$ cat src/rtl/imem_loader.sv
// imem_loader: streams machine-code words into instruction memory,
// halt-fills the unused tail and holds the CPU in reset until done.
module imem_loader #(
   parameter int             AW        = 16,
   parameter int             IW        = 9,
   parameter int             MAX_WORDS = 256,
   parameter logic [IW-1:0]  HALT_WORD = 9'b111_111_111,
   parameter bit             FILL_EN   = 1'b1
) (
   input  logic          CLK,
   input  logic          reset_n,
   input  logic          start,
   input  logic          in_valid,
   input  logic [IW-1:0] in_data,
   input  logic          in_last,
   output logic          in_ready,
   output logic          wr_en,
   output logic [AW-1:0] wr_addr,
   output logic [IW-1:0] wr_data,
   output logic [AW:0]   word_count,
   output logic          busy,
   output logic          done,
   output logic          error,
   output logic          cpu_hold
);

   typedef enum logic [2:0] {
      IDLE, LOAD, FILL, DONE, ERR
   } state_t;

   localparam logic [AW-1:0] LAST  = AW'(MAX_WORDS - 1);
   localparam logic [AW-1:0] ONE_P = AW'(1);
   localparam logic [AW:0]   ONE_C = (AW+1)'(1);

   state_t        state, state_n;
   logic [AW-1:0] ptr, ptr_n;
   logic [AW:0]   cnt, cnt_n;
   logic          we_n;
   logic [AW-1:0] wa_n;
   logic [IW-1:0] wd_n;
   // fin marks that the final write strobe is on the bus; DONE follows
   // one edge later so the CPU is released only after that write lands.
   logic          fin, fin_n;

   // State, pointer, counters and the registered write port.
   always_ff @(posedge CLK or negedge reset_n) begin
      if (!reset_n) begin
         state   <= IDLE;
         ptr     <= '0;
         cnt     <= '0;
         fin     <= 1'b0;
         wr_en   <= 1'b0;
         wr_addr <= '0;
         wr_data <= '0;
      end else begin
         state   <= state_n;
         ptr     <= ptr_n;
         cnt     <= cnt_n;
         fin     <= fin_n;
         wr_en   <= we_n;
         wr_addr <= wa_n;
         wr_data <= wd_n;
      end
   end

   // Next-state, pointer advance and write command generation.
   always_comb begin
      state_n = state;
      ptr_n   = ptr;
      cnt_n   = cnt;
      fin_n   = 1'b0;
      we_n    = 1'b0;
      wa_n    = wr_addr;
      wd_n    = wr_data;
      unique case (state)
         IDLE, DONE, ERR: begin
            if (start) begin
               state_n = LOAD;
               ptr_n   = '0;
               cnt_n   = '0;
            end
         end
         LOAD: begin
            if (fin) begin
               state_n = DONE;
            end else if (in_valid) begin
               we_n  = 1'b1;
               wa_n  = ptr;
               wd_n  = in_data;
               cnt_n = cnt + ONE_C;
               if (in_last) begin
                  if (FILL_EN && ptr < LAST) begin
                     state_n = FILL;
                     ptr_n   = ptr + ONE_P;
                  end else begin
                     fin_n = 1'b1;
                  end
               end else if (ptr == LAST) begin
                  state_n = ERR;
               end else begin
                  ptr_n = ptr + ONE_P;
               end
            end
         end
         FILL: begin
            if (fin) begin
               state_n = DONE;
            end else begin
               we_n = 1'b1;
               wa_n = ptr;
               wd_n = HALT_WORD;
               if (ptr == LAST) fin_n = 1'b1;
               else ptr_n = ptr + ONE_P;
            end
         end
      endcase
   end

   assign in_ready   = (state == LOAD) && !fin;
   assign busy       = (state == LOAD) || (state == FILL);
   assign done       = (state == DONE);
   assign error      = (state == ERR);
   assign cpu_hold   = (state != DONE);
   assign word_count = cnt;

endmodule

$ cat config.mk
export PLATFORM = sky130hd
export DESIGN_NAME = imem_loader
export DESIGN_NICKNAME = d
export VERILOG_FILES = /design/src/rtl/imem_loader.sv
export SDC_FILE = /design/constraint.sdc
export NUM_CORES = 1
export LEC_CHECK = 0
export ABC_CLOCK_PERIOD_IN_PS = 3100
export CAP_MARGIN = 20
export CORE_UTILIZATION = 50
export CTS_CLUSTER_SIZE = 20
export DETAILED_ROUTE_END_ITERATION = 8
export DONT_BUFFER_PORTS = 1
export PLACE_DENSITY = 0.7
export SYNTH_ARGS = -nofsm -noshare
export SYNTH_HDL_FRONTEND = slang
export SYNTH_SLANG_ARGS = --single-unit
$ cat constraint.sdc
create_clock -name CLK -period 3.1 [get_ports CLK]
set_input_delay 0.93 -clock CLK [delete_from_list [all_inputs] [get_ports CLK]]
set_output_delay 0.93 -clock CLK [all_outputs]
set_load 0.005 [all_outputs]
# Yosys cells after proc, flatten, opt, wreduce, memory -nomap -nowiden
# Cells that the tools add are included.
# totals
output_inout_bits	48
ff_bits	63
wordCells	75
# classes
magnitude_cmp	1
add_sub_neg	2
eq_ne	15
muxes	39
reduce_logical	11
# op_table
operator	n
two-way mux 16 bit	10
two-way mux 17 bit	3
one-hot mux 16 bit (3 select lines)	1
one-hot mux 17 bit (2 select lines)	1
one-hot mux 16 bit (2 select lines)	1
two-way mux 9 bit	3
two-way mux 3 bit	7
one-hot mux 9 bit (2 select lines)	1
adder 17 x 1 -> 17 bit, second input constant	1
adder 16 x 1 -> 16 bit, second input constant	1
equality test 16 x 8 -> 1 bit, second input constant	1
< comparator 16 x 8 -> 1 bit, second input constant	1
!= test 2 bit, second input constant	5
AND reduction 5 bit	2
two-way mux 1 bit	9
one-hot mux 3 bit (3 select lines)	1
!= test 4 bit, second input constant	2
AND reduction 4 bit	2
equality test 3 x 2 -> 1 bit, second input constant	2
!= test 3 bit, second input constant	2
one-hot mux 1 bit (2 select lines)	2
nonzero test 2 bit	2
equality test 3 x 1 -> 1 bit, second input constant	1
equality test 3 bit, second input constant	1
other kinds (6)	6

# Longest topological paths before layout
# Gate-level depths: netlist of the first run.
# logic_depth
word_depth	6
ltp_mapped	8
depth_no_buf	7

# Worst setup path after synthesis of the first run
# Ideal clock, no wire load.
# synth_path
kind	register to output
startpoint	reg state[1]
endpoint	out busy
slack_ns	0.845
t_arrival_ns	1.325
stages_incl_launch_ff	6
t_required_ns	2.170
cell_sequence	dfrtp_1 -> buf_2 -> xnor2_1 -> or2_2 -> inv_1 -> buf_2
# synth_via
elab_chain_len	2
# synth_rtl
item	line_no	text
from (decl)	35	state_t state, state_n;
from (signal assigned)	56	state <= state_n;
equality test 3 x 1 -> 1 bit / equality test 3 x 2 -> 1 bit (equally long branches)	120	assign busy = (state == LOAD) || (state == FILL);
logical OR 1 bit (*)	120	
to (decl)	21	output logic busy,
# Every way passes the cells marked *; elsewhere a longest branch is shown, timed or not.

# Final worst setup path of the first run
# Ends and elaborated chain as after synthesis.

==> results of run 1 <==
[metal layers]
layer  vias to the layer above  wire (um)
met2                        62       2800
met5                         -          0
met3                         8        399
met4                         0         82
li1                       1106          -
met1                      1091       2830
[power by group through the flow]
| stage | combinational [W] | clock [W] | sequential (W) |
|---|---|---|---|
| after detailed placement | 0.000878 | 0 | 0.00117 |
| after global routing | 0.000988 | 0.000667 | 0.00118 |
| final | 0.000874 | 0.000608 | 0.00115 |
| after floorplan | 0.000731 | 0 | 0.00110 |
| after global placement | 0.000861 | 0 | 0.00116 |
| after CTS | 0.000879 | 0.000627 | 0.00115 |
[worst min-delay path by stage]
stage               start              to  cells after the start
5_1_grt           reset_n  word_count[16]                      0
6_report          reset_n  word_count[14]                      0
3_5_place_dp   wr_data[3]      wr_data[3]                      2
3_3_place_gp   wr_data[3]      wr_data[3]                      2
2_1_floorplan     ptr[15]         ptr[15]                      1
4_1_cts           reset_n      wr_data[3]                      0
[kinds of logic after synthesis]
kind of cell	Yosys count	synth area share (%)
AND/OR/NAND/NOR	137	23.5
adder cells (fa/ha/maj)	2	0.816
AO/OA/AOI/OAI	62	12.2
flip-flops	63	51.4
multiplexers	16	5.88
buffers and inverters	17	2.57
XOR/XNOR	13	3.71
[registers in the layout, summed over array words and instances (netlist names)]
name / count
word_count: 17
wr_addr: 16
ptr: 16
fin: 1
wr_en: 1
state: 3
wr_data: 9
[worst max-delay path, cell delays in order, from the launching register on]
cell	delay, ns
dfrtp_1	0.60
xnor2_1	0.13
or2_2	0.34
inv_1	0.12
[layout make-up]
class                   instances  area (um2)  area share, %
well taps                      75        93.8           2.85
clock inverters                 4        22.5          0.683
multi-input cells             230        1410           42.8
flip-flops and latches         63        1580           47.8
inverters                       4        15.0          0.455
clock buffers                  11         141           4.29
repair buffers                  5        37.5           1.14
[per-stage QoR]
step                      hold slack [ns]  std cells
after floorplan                     0.466        310
after global placement              0.489        377
after detailed placement            0.496        377
after CTS                           0.267        392
after global routing                0.252        392
final                               0.285        392
[cell usage after synthesis, types with 2 or more instances]
| master | count | area share, % |
|---|---|---|
| dfrtp_1 | 63 | 51 |
| nand2_1 | 40 | 4.9 |
| nor2_1 | 36 | 4.4 |
| a21oi_1 | 24 | 3.9 |
| o21ai_0 | 21 | 3.4 |
| mux2_2 | 16 | 5.9 |
| nand3_1 | 11 | 1.8 |
| xnor2_1 | 7 | 2.0 |
| buf_2 | 6 | 0.98 |
| clkbuf_1 | 6 | 0.73 |
| or3_1 | 6 | 1.2 |
| xor2_1 | 6 | 1.7 |
| and3_1 | 5 | 1.0 |
| nand2b_1 | 5 | 1.0 |
| nand4_1 | 5 | 1.0 |
| inv_1 | 4 | 0.49 |
| a31oi_1 | 3 | 0.61 |
| a41oi_1 | 3 | 0.86 |
| and2_1 | 3 | 0.61 |
| nor3_1 | 3 | 0.49 |
| nor4_1 | 3 | 0.61 |
| and4_1 | 2 | 0.57 |
| ha_1 | 2 | 0.82 |
| nor4b_1 | 2 | 0.57 |
| nor4bb_1 | 2 | 0.65 |
| o21ai_2 | 2 | 0.57 |
| or4_1 | 2 | 0.49 |
| or4b_1 | 2 | 0.65 |
==> impl_metrics.toml, run 1 <==
[finish]
layout_common_cells = "dfrtp_1, nand2_1, nor2_1"
design_area_um2 = 3300
final.fill_count = 503
syn_to_final_growth_pct = 7.55
layout.cells.most_common = "dfrtp_1"
antenna_cells = 0
drive_gt1_share_pct = 15.1
nets = 329
post-route-util_pct = 55.7

[logic_synthesis]
synth_ff_type = "dfrtp_1"
ys_async_sr_fraction_pct = 100
ys_ff_latch = 63
synth_fp_nets = 326
syn_avg_cell_area_um2 = 9.89
synth_cell_types = 48
synth-seq-area-share_pct = 51.4
mappedNetlistArea_um2 = 3070
synth_warnings = 0
postSynthCellCount = 310
synth_edf_count = 0

[floorplanning]
start_util_pct = 51.8
num_io_pins = 62
dieWidth_um = 80.3
coreArea_um2 = 5920
rows = 28
dieArea_um2 = 6450
die-height_um = 80.3

[clocking]
cts.repair.resized = 0
cts_tree = "done"
clockRootBuffer = "clkbuf_8"
htreeDepth = 3
insertion_delay_ns = 0.34
clock_sinks = 63
cts_buffers = 9
postCtsSetupRepairBufs = 0
ctsHoldBuffers = 0
clockBufferDepth = 2
clk_pin_slew_ns = 0.07

[power]
p_leak_nw = 1.49
pwr_density_cell_nw_per_um2 = 797
p_clk_share_pct = 23.1
p_int_w = 0.00163
p_sw_w = 0.00100
pwr-share-seq_pct = 43.6
ir_worst_vdd_mv = 0.378
power_switching_share_pct = 38.0
pwr-share-comb_pct = 33.2
finalPower_w = 0.00263

[drt]
drc = 0
initialDrtViolationCount = 139
viasPerCell = 5.78
wl_um = 6100
routed-via-count = 2267
drtPass1Iterations = 4
ant_nets = 0
detail_route.wl_per_cell_um = 15.6

[sta]
drv_slew = 0
relSlewSlack_pct = 60.9
tns_ns = 0
rsz0062_at_grt = "false"
fin_crit_sh_pct = 79.0
skew_ns = 0.00677
min_period_ns = 2.45
tightest_slew_ns = 0.578
hold_violations = 0
setup_viol_count_final = 0
max_freq_mhz = 408
fin_ws_ns = 0.651

[place]
io_buffers = 0
place.gp.congestion = 0.803
place_ws_ns = 0.639
hpwl_um = 4100
place_area_um2 = 3130

[setup_path]
reg2reg_to = "word_count[16]"
reg2reg_from = "state[1]"
cp-endpoint = "busy"
startpoint_type = "register"
cp.required_ns = 2.17
reg2regPathDepth = 6
reg2reg_slack_ns = 0.69
arrival_ns = 1.52
end_kind = "output port"
critPathMaxFanout = 12
cp-startpoint = "state[1]"
worstSetupPathType = "reg2out"

[global_route]
use_met2_pct = 30.7
overflow = 0
grt_max_degree = 64
grt_usage_pct = 21.2
top_usage_layer = "met2"
grt_pass1_wl_um = 10200
global_route.usage.met3_pct = 8.75
met1_usage_pct = 28.3
first_global_vias = 2087
antenna_found_initial = 0

[min_path]
hp-class = "in2async"

[status]
status = "completed"

[flow_run]
drv_cap = 0
(Power assumes the default switching activity.)
==> inputs of run 2 (changes only) <==
--- a/config.mk
+++ b/config.mk
@@ -5,13 +5,13 @@
 export SDC_FILE = /design/constraint.sdc
 export NUM_CORES = 1
 export LEC_CHECK = 0
-export ABC_CLOCK_PERIOD_IN_PS = 3100
+export ABC_CLOCK_PERIOD_IN_PS = 2250
 export CAP_MARGIN = 20
 export CORE_UTILIZATION = 50
 export CTS_CLUSTER_SIZE = 20
 export DETAILED_ROUTE_END_ITERATION = 8
 export DONT_BUFFER_PORTS = 1
-export PLACE_DENSITY = 0.7
+export PLACE_DENSITY = 0.73
 export SYNTH_ARGS = -nofsm -noshare
 export SYNTH_HDL_FRONTEND = slang
 export SYNTH_SLANG_ARGS = --single-unit
==> constraint.sdc (replaced) <==
create_clock -name CLK -period 2.25 [get_ports CLK]
set_input_delay 0.675 -clock CLK [delete_from_list [all_inputs] [get_ports CLK]]
set_output_delay 0.675 -clock CLK [all_outputs]
set_load 0.005 [all_outputs]
==> run 2 against run 1 <==
  * Combinational power rose by 57%
  * Critical path type is now reg2reg
  * Sequential power grew 37%
  * Final cell count is 3.6% higher
  * Setup slack worse by 0.54 ns
  * Via count grew 4.9%
  * Critical endpoint is now ptr[14]
==> impl_metrics.toml, run 2 (same netlist as run 1, synthesis figures left out) <==
[setup_path]
reg2reg_slack_ns = 0.11
critPathMaxFanout = 6
cp_slowest_cell = "or4_1"
cp-endpoint = "ptr[14]"
reg2reg_from = "ptr[0]"
reg2regPathDepth = 8
cp.required_ns = 2.51
startpoint_type = "register"
cp-startpoint = "ptr[0]"
max_stage_delay_ns = 0.47
arrival_ns = 2.40
reg2reg_to = "ptr[14]"
crit_chain = "ha_1, and3_1, and2_1, o21ai_4, nand2b_1, buf_4, or4_1, nand3_1"
end_kind = "register"
worstSetupPathType = "reg2reg"

[sta]
hold_violations = 0
whs_ns = 0.0332
skew_ns = 0.00872
setup_viol_count_final = 0
tns_ns = 0
max_freq_mhz = 468
fin_ws_ns = 0.111
tightest_slew_ns = 0.524
relSlewSlack_pct = 65.1
drv_slew = 0
fin_crit_sh_pct = 95.1
min_period_ns = 2.14
rsz0062_at_grt = "false"

[floorplanning]
start_util_pct = 51.8
die-height_um = 80.3
rows = 28
num_io_pins = 62
coreArea_um2 = 5920
dieArea_um2 = 6450
dieWidth_um = 80.3

[finish]
nets = 343
antenna_cells = 0
layout_common_cells = "dfrtp_1, nand2_1, nor2_1"
layout.cells.most_common = "dfrtp_1"
largest_reg_flops = 17
syn_to_final_growth_pct = 13.1
drive_gt1_share_pct = 20.5

[global_route]
grt_max_degree = 64
grt_pass1_wl_um = 10900
first_global_vias = 2316
overflow = 0
grt_usage_pct = 22.4
antenna_found_initial = 0

[place]
place_ws_ns = -0.0284
place.gp.congestion = 0.861
hpwl_um = 4410
io_buffers = 0

[min_path]
hp-class = "in2async"

[clocking]
insertion_delay_ns = 0.33
clockRootBuffer = "clkbuf_8"
htreeDepth = 3
postCtsSetupRepairBufs = 0
clk_pin_slew_ns = 0.07
clockBufferDepth = 2
cts_tree = "done"
cts_buffers = 9
clock_sinks = 63

[status]
status = "completed"

[drt]
drc = 0
initialDrtViolationCount = 201
ant_nets = 0
viasPerCell = 5.86
detail_route.wl_per_cell_um = 16.2
wl_um = 6560
drtPass1Iterations = 4
routed-via-count = 2379

[power]
ir_worst_vdd_mv = 0.688
p_leak_nw = 1.59
pwr_density_cell_nw_per_um2 = 1130

[flow_run]
drv_cap = 0
run 2: cell types whose count changed in the layout (fill, tap and decap cells not counted), sizes merged:
cell and change:
buf +14, bufinv +1, clkinvlp -1
run 2: worst max-delay path, delay by kind of cell (launching register included):
family	cells	cell delay, ns
compound gates	1	0.17
buf+inv	1	0.16
flops	1	0.42
fa+ha+maj	1	0.25
simple gates	5	1.09
run 2: repair_timing:
action / in CTS / in global routing
endpoints found under the hold margin: 0 / 0
hold buffers: 0 / 0
gates cloned: 0 / 0
resized for setup: 1 / 5
setup endpoints to repair: 12 / 18
run 2: worst min-delay path by stage:
stage | startpoint | endpoint | depth (start not counted)
final | reset_n | wr_addr[6] | 0
after global routing | reset_n | ptr[6] | 0
after CTS | reset_n | word_count[7] | 0
after detailed placement | reset_n | wr_addr[9] | 0
after global placement | reset_n | wr_addr[9] | 0
after floorplan | reset_n | fin | 0
run 2: routing by layer:
metal	routed length, um	track usage (%)	part of all wire, %	vias up
met1	3100	30.2	47	1171
met2	2980	33.9	45	62
met3	370	5.11	5.6	9
met4	102	11.1	1.6	0
met5	0	0	0	-
li1	-	-	-	1137
run 2: layout make-up:
cell class / instances / area (um2)
Fill cell: 505 / 2450
Tap cell: 75 / 93.8
Clock buffer: 11 / 151
Inverter: 4 / 15.0
Timing Repair Buffer: 19 / 155
Sequential cell: 63 / 1580
Clock inverter: 4 / 45.0
Multi-Input combinational cell: 230 / 1430
run 2: stage by stage:
stage                     area [um2]  util (%)  std cells  power [W]
after detailed placement        3250      54.9        391    0.00294
after global placement          3250      54.9        391    0.00291
after floorplan                 3070         -        310    0.00252
after CTS                       3450      58.3        406    0.00393
final                           3470      58.6        406    0.00392
after global routing            3470      58.6        406    0.00421
run 2: where the power goes:
group	switching [W]	internal, W	leakage (nW)
sequential	0.000226	0.00135	0.846
clock	0.000418	0.000560	0.105
combinational	0.000792	0.000580	0.640
==> inputs of run 3 (changes only) <==
--- a/config.mk
+++ b/config.mk
@@ -5,13 +5,13 @@
 export SDC_FILE = /design/constraint.sdc
 export NUM_CORES = 1
 export LEC_CHECK = 0
-export ABC_CLOCK_PERIOD_IN_PS = 2250
+export ABC_CLOCK_PERIOD_IN_PS = 2200
 export CAP_MARGIN = 20
 export CORE_UTILIZATION = 50
 export CTS_CLUSTER_SIZE = 20
 export DETAILED_ROUTE_END_ITERATION = 8
 export DONT_BUFFER_PORTS = 1
-export PLACE_DENSITY = 0.73
+export PLACE_DENSITY = 0.7
 export SYNTH_ARGS = -nofsm -noshare
 export SYNTH_HDL_FRONTEND = slang
 export SYNTH_SLANG_ARGS = --single-unit
==> constraint.sdc (replaced) <==
create_clock -name CLK -period 2.2 [get_ports CLK]
set_input_delay 0.66 -clock CLK [delete_from_list [all_inputs] [get_ports CLK]]
set_output_delay 0.66 -clock CLK [all_outputs]
set_load 0.005 [all_outputs]
==> run 3 against run 2 <==
  * Sequential cell count is the same
  * Critical endpoint unchanged
  * Combinational power grew 8%
  * Global-route usage shrank 0.61 points
  * Die area is the same
  * Worst hold slack lost 0.0098 ns
==> impl_metrics.toml, run 3 (same netlist as run 1, synthesis figures left out) <==
[global_route]
grt_usage_pct = 21.8
overflow = 0
grt_max_degree = 64
first_global_vias = 2301
grt_pass1_wl_um = 10700
antenna_found_initial = 0

[finish]
design_area_um2 = 3500
drive_gt1_share_pct = 22.9
final.fill_count = 519
nets = 355
layout_common_cells = "dfrtp_1, nand2_1, nor2_1"
multi_input_area_um2 = 1430
seq_area_um2 = 1580
layout.cells.most_common = "dfrtp_1"
syn_to_final_growth_pct = 14.2
antenna_cells = 0
largest_reg_flops = 17

[clocking]
htreeDepth = 3
cts_tree = "done"
clock_sinks = 63
clockBufferDepth = 2
cts_buffers = 9
insertion_delay_ns = 0.33
clk_pin_slew_ns = 0.07
clockRootBuffer = "clkbuf_8"

[setup_path]
worstSetupPathType = "reg2reg"
arrival_ns = 2.39
startpoint_type = "register"
end_kind = "register"
cp.required_ns = 2.46
critPathMaxFanout = 6

[flow_run]
drv_cap = 0

[drt]
ant_nets = 0
routed-via-count = 2364
drtPass1Iterations = 4
detail_route.wl_per_cell_um = 15.4
initialDrtViolationCount = 129
wl_um = 6420
viasPerCell = 5.68
drc = 0

[place]
place_area_um2 = 3300
hpwl_um = 4430
io_buffers = 0
place.gp.congestion = 0.799

[sta]
max_freq_mhz = 470
setup_viol_count_final = 0
skew_ns = 0.00918
tightest_slew_ns = 0.523
relSlewSlack_pct = 64.8
drv_slew = 0
hold_violations = 0
fin_crit_sh_pct = 96.8
min_period_ns = 2.13
whs_ns = 0.0233

[floorplanning]
die-height_um = 80.3
dieArea_um2 = 6450
coreArea_um2 = 5920
start_util_pct = 51.8
dieWidth_um = 80.3
rows = 28
num_io_pins = 62

[power]
ir_worst_vdd_mv = 0.631
pwr_density_cell_nw_per_um2 = 1110
finalPower_w = 0.00389
p_leak_nw = 1.62

[min_path]
hp-class = "in2async"

[status]
status = "completed"
## run 3: changes by cell type in the layout (fill, tap and decap cells not counted), sizes merged
cell         before  now
buf              19   30
bufinv            1    0
clkinv            3    2
dlygate4sd3       0    1
## run 3: path summary, 6_finish.rpt
kind	startpoint	to	slack, ns	depth (start not counted)
max	ptr[0]	ptr[14]	0.07	8
min	reset_n	word_count[13]	0.02	0
max reg2reg	ptr[0]	ptr[14]	0.07	8
min reg2reg	wr_data[4]	wr_data[4]	0.50	2
max in group asynchronous	reset_n	word_count[16]	1.56	1
min in group CLK	in_last	fin	0.47	2
## run 3: layer usage
layer	wire length [um]	GRT usage (%)	vias to the layer above
li1	-	-	1156
met1	3000	30.6	1141
met2	2990	32.4	62
met3	367	6.25	5
met4	49	6.96	0
met5	0	0	-
## run 3: worst max-delay path, cell delays in order (launching register included)
cell	delay [ns]
dfrtp_1	0.41
ha_2	0.21
and3_2	0.24
and2_1	0.16
o21ai_2	0.18
nand2b_1	0.12
buf_4	0.17
or4_1	0.46
nand3_1	0.10
## run 3: through the flow
| step | util, % | TNS [ns] | setup WS [ns] | cells |
|---|---|---|---|---|
| after floorplan | - | 0 | 0.215 | 310 |
| after global placement | 55.7 | 0 | 0.0339 | 399 |
| after detailed placement | 55.7 | -0.670 | -0.0756 | 399 |
| after CTS | 58.6 | 0 | 0.00298 | 414 |
| after global routing | 59.2 | -0.00722 | -0.00722 | 416 |
| final | 59.2 | 0 | 0.0712 | 416 |
## run 3: power by group
part / switching (W) / internal (W) / total (W)
sequential: 0.000212 / 0.00138 / 0.00159
combinational: 0.000835 / 0.000649 / 0.00148
clock: 0.000393 / 0.000417 / 0.000809
total: 0.00144 / 0.00245 / 0.00389
## run 3: repair_timing
action | 4_1_cts | 5_1_grt
resized for setup | 2 | 6
setup endpoints to repair | 13 | 15
hold endpoints to repair | 0 | 1
pin swaps | 0 | 1
buffers inserted | 2 | 1
hold buffers | 0 | 1
## run 3: area by class of cell
| cell class | count | area share (%) |
|---|---|---|
| inverter | 4 | 0.429 |
| sequential | 63 | 45.1 |
| multi-input combinational | 230 | 40.8 |
| clock inverter | 2 | 0.286 |
| clock buffer | 11 | 4.04 |
| timing repair buffer | 31 | 6.72 |
| tap | 75 | 2.68 |
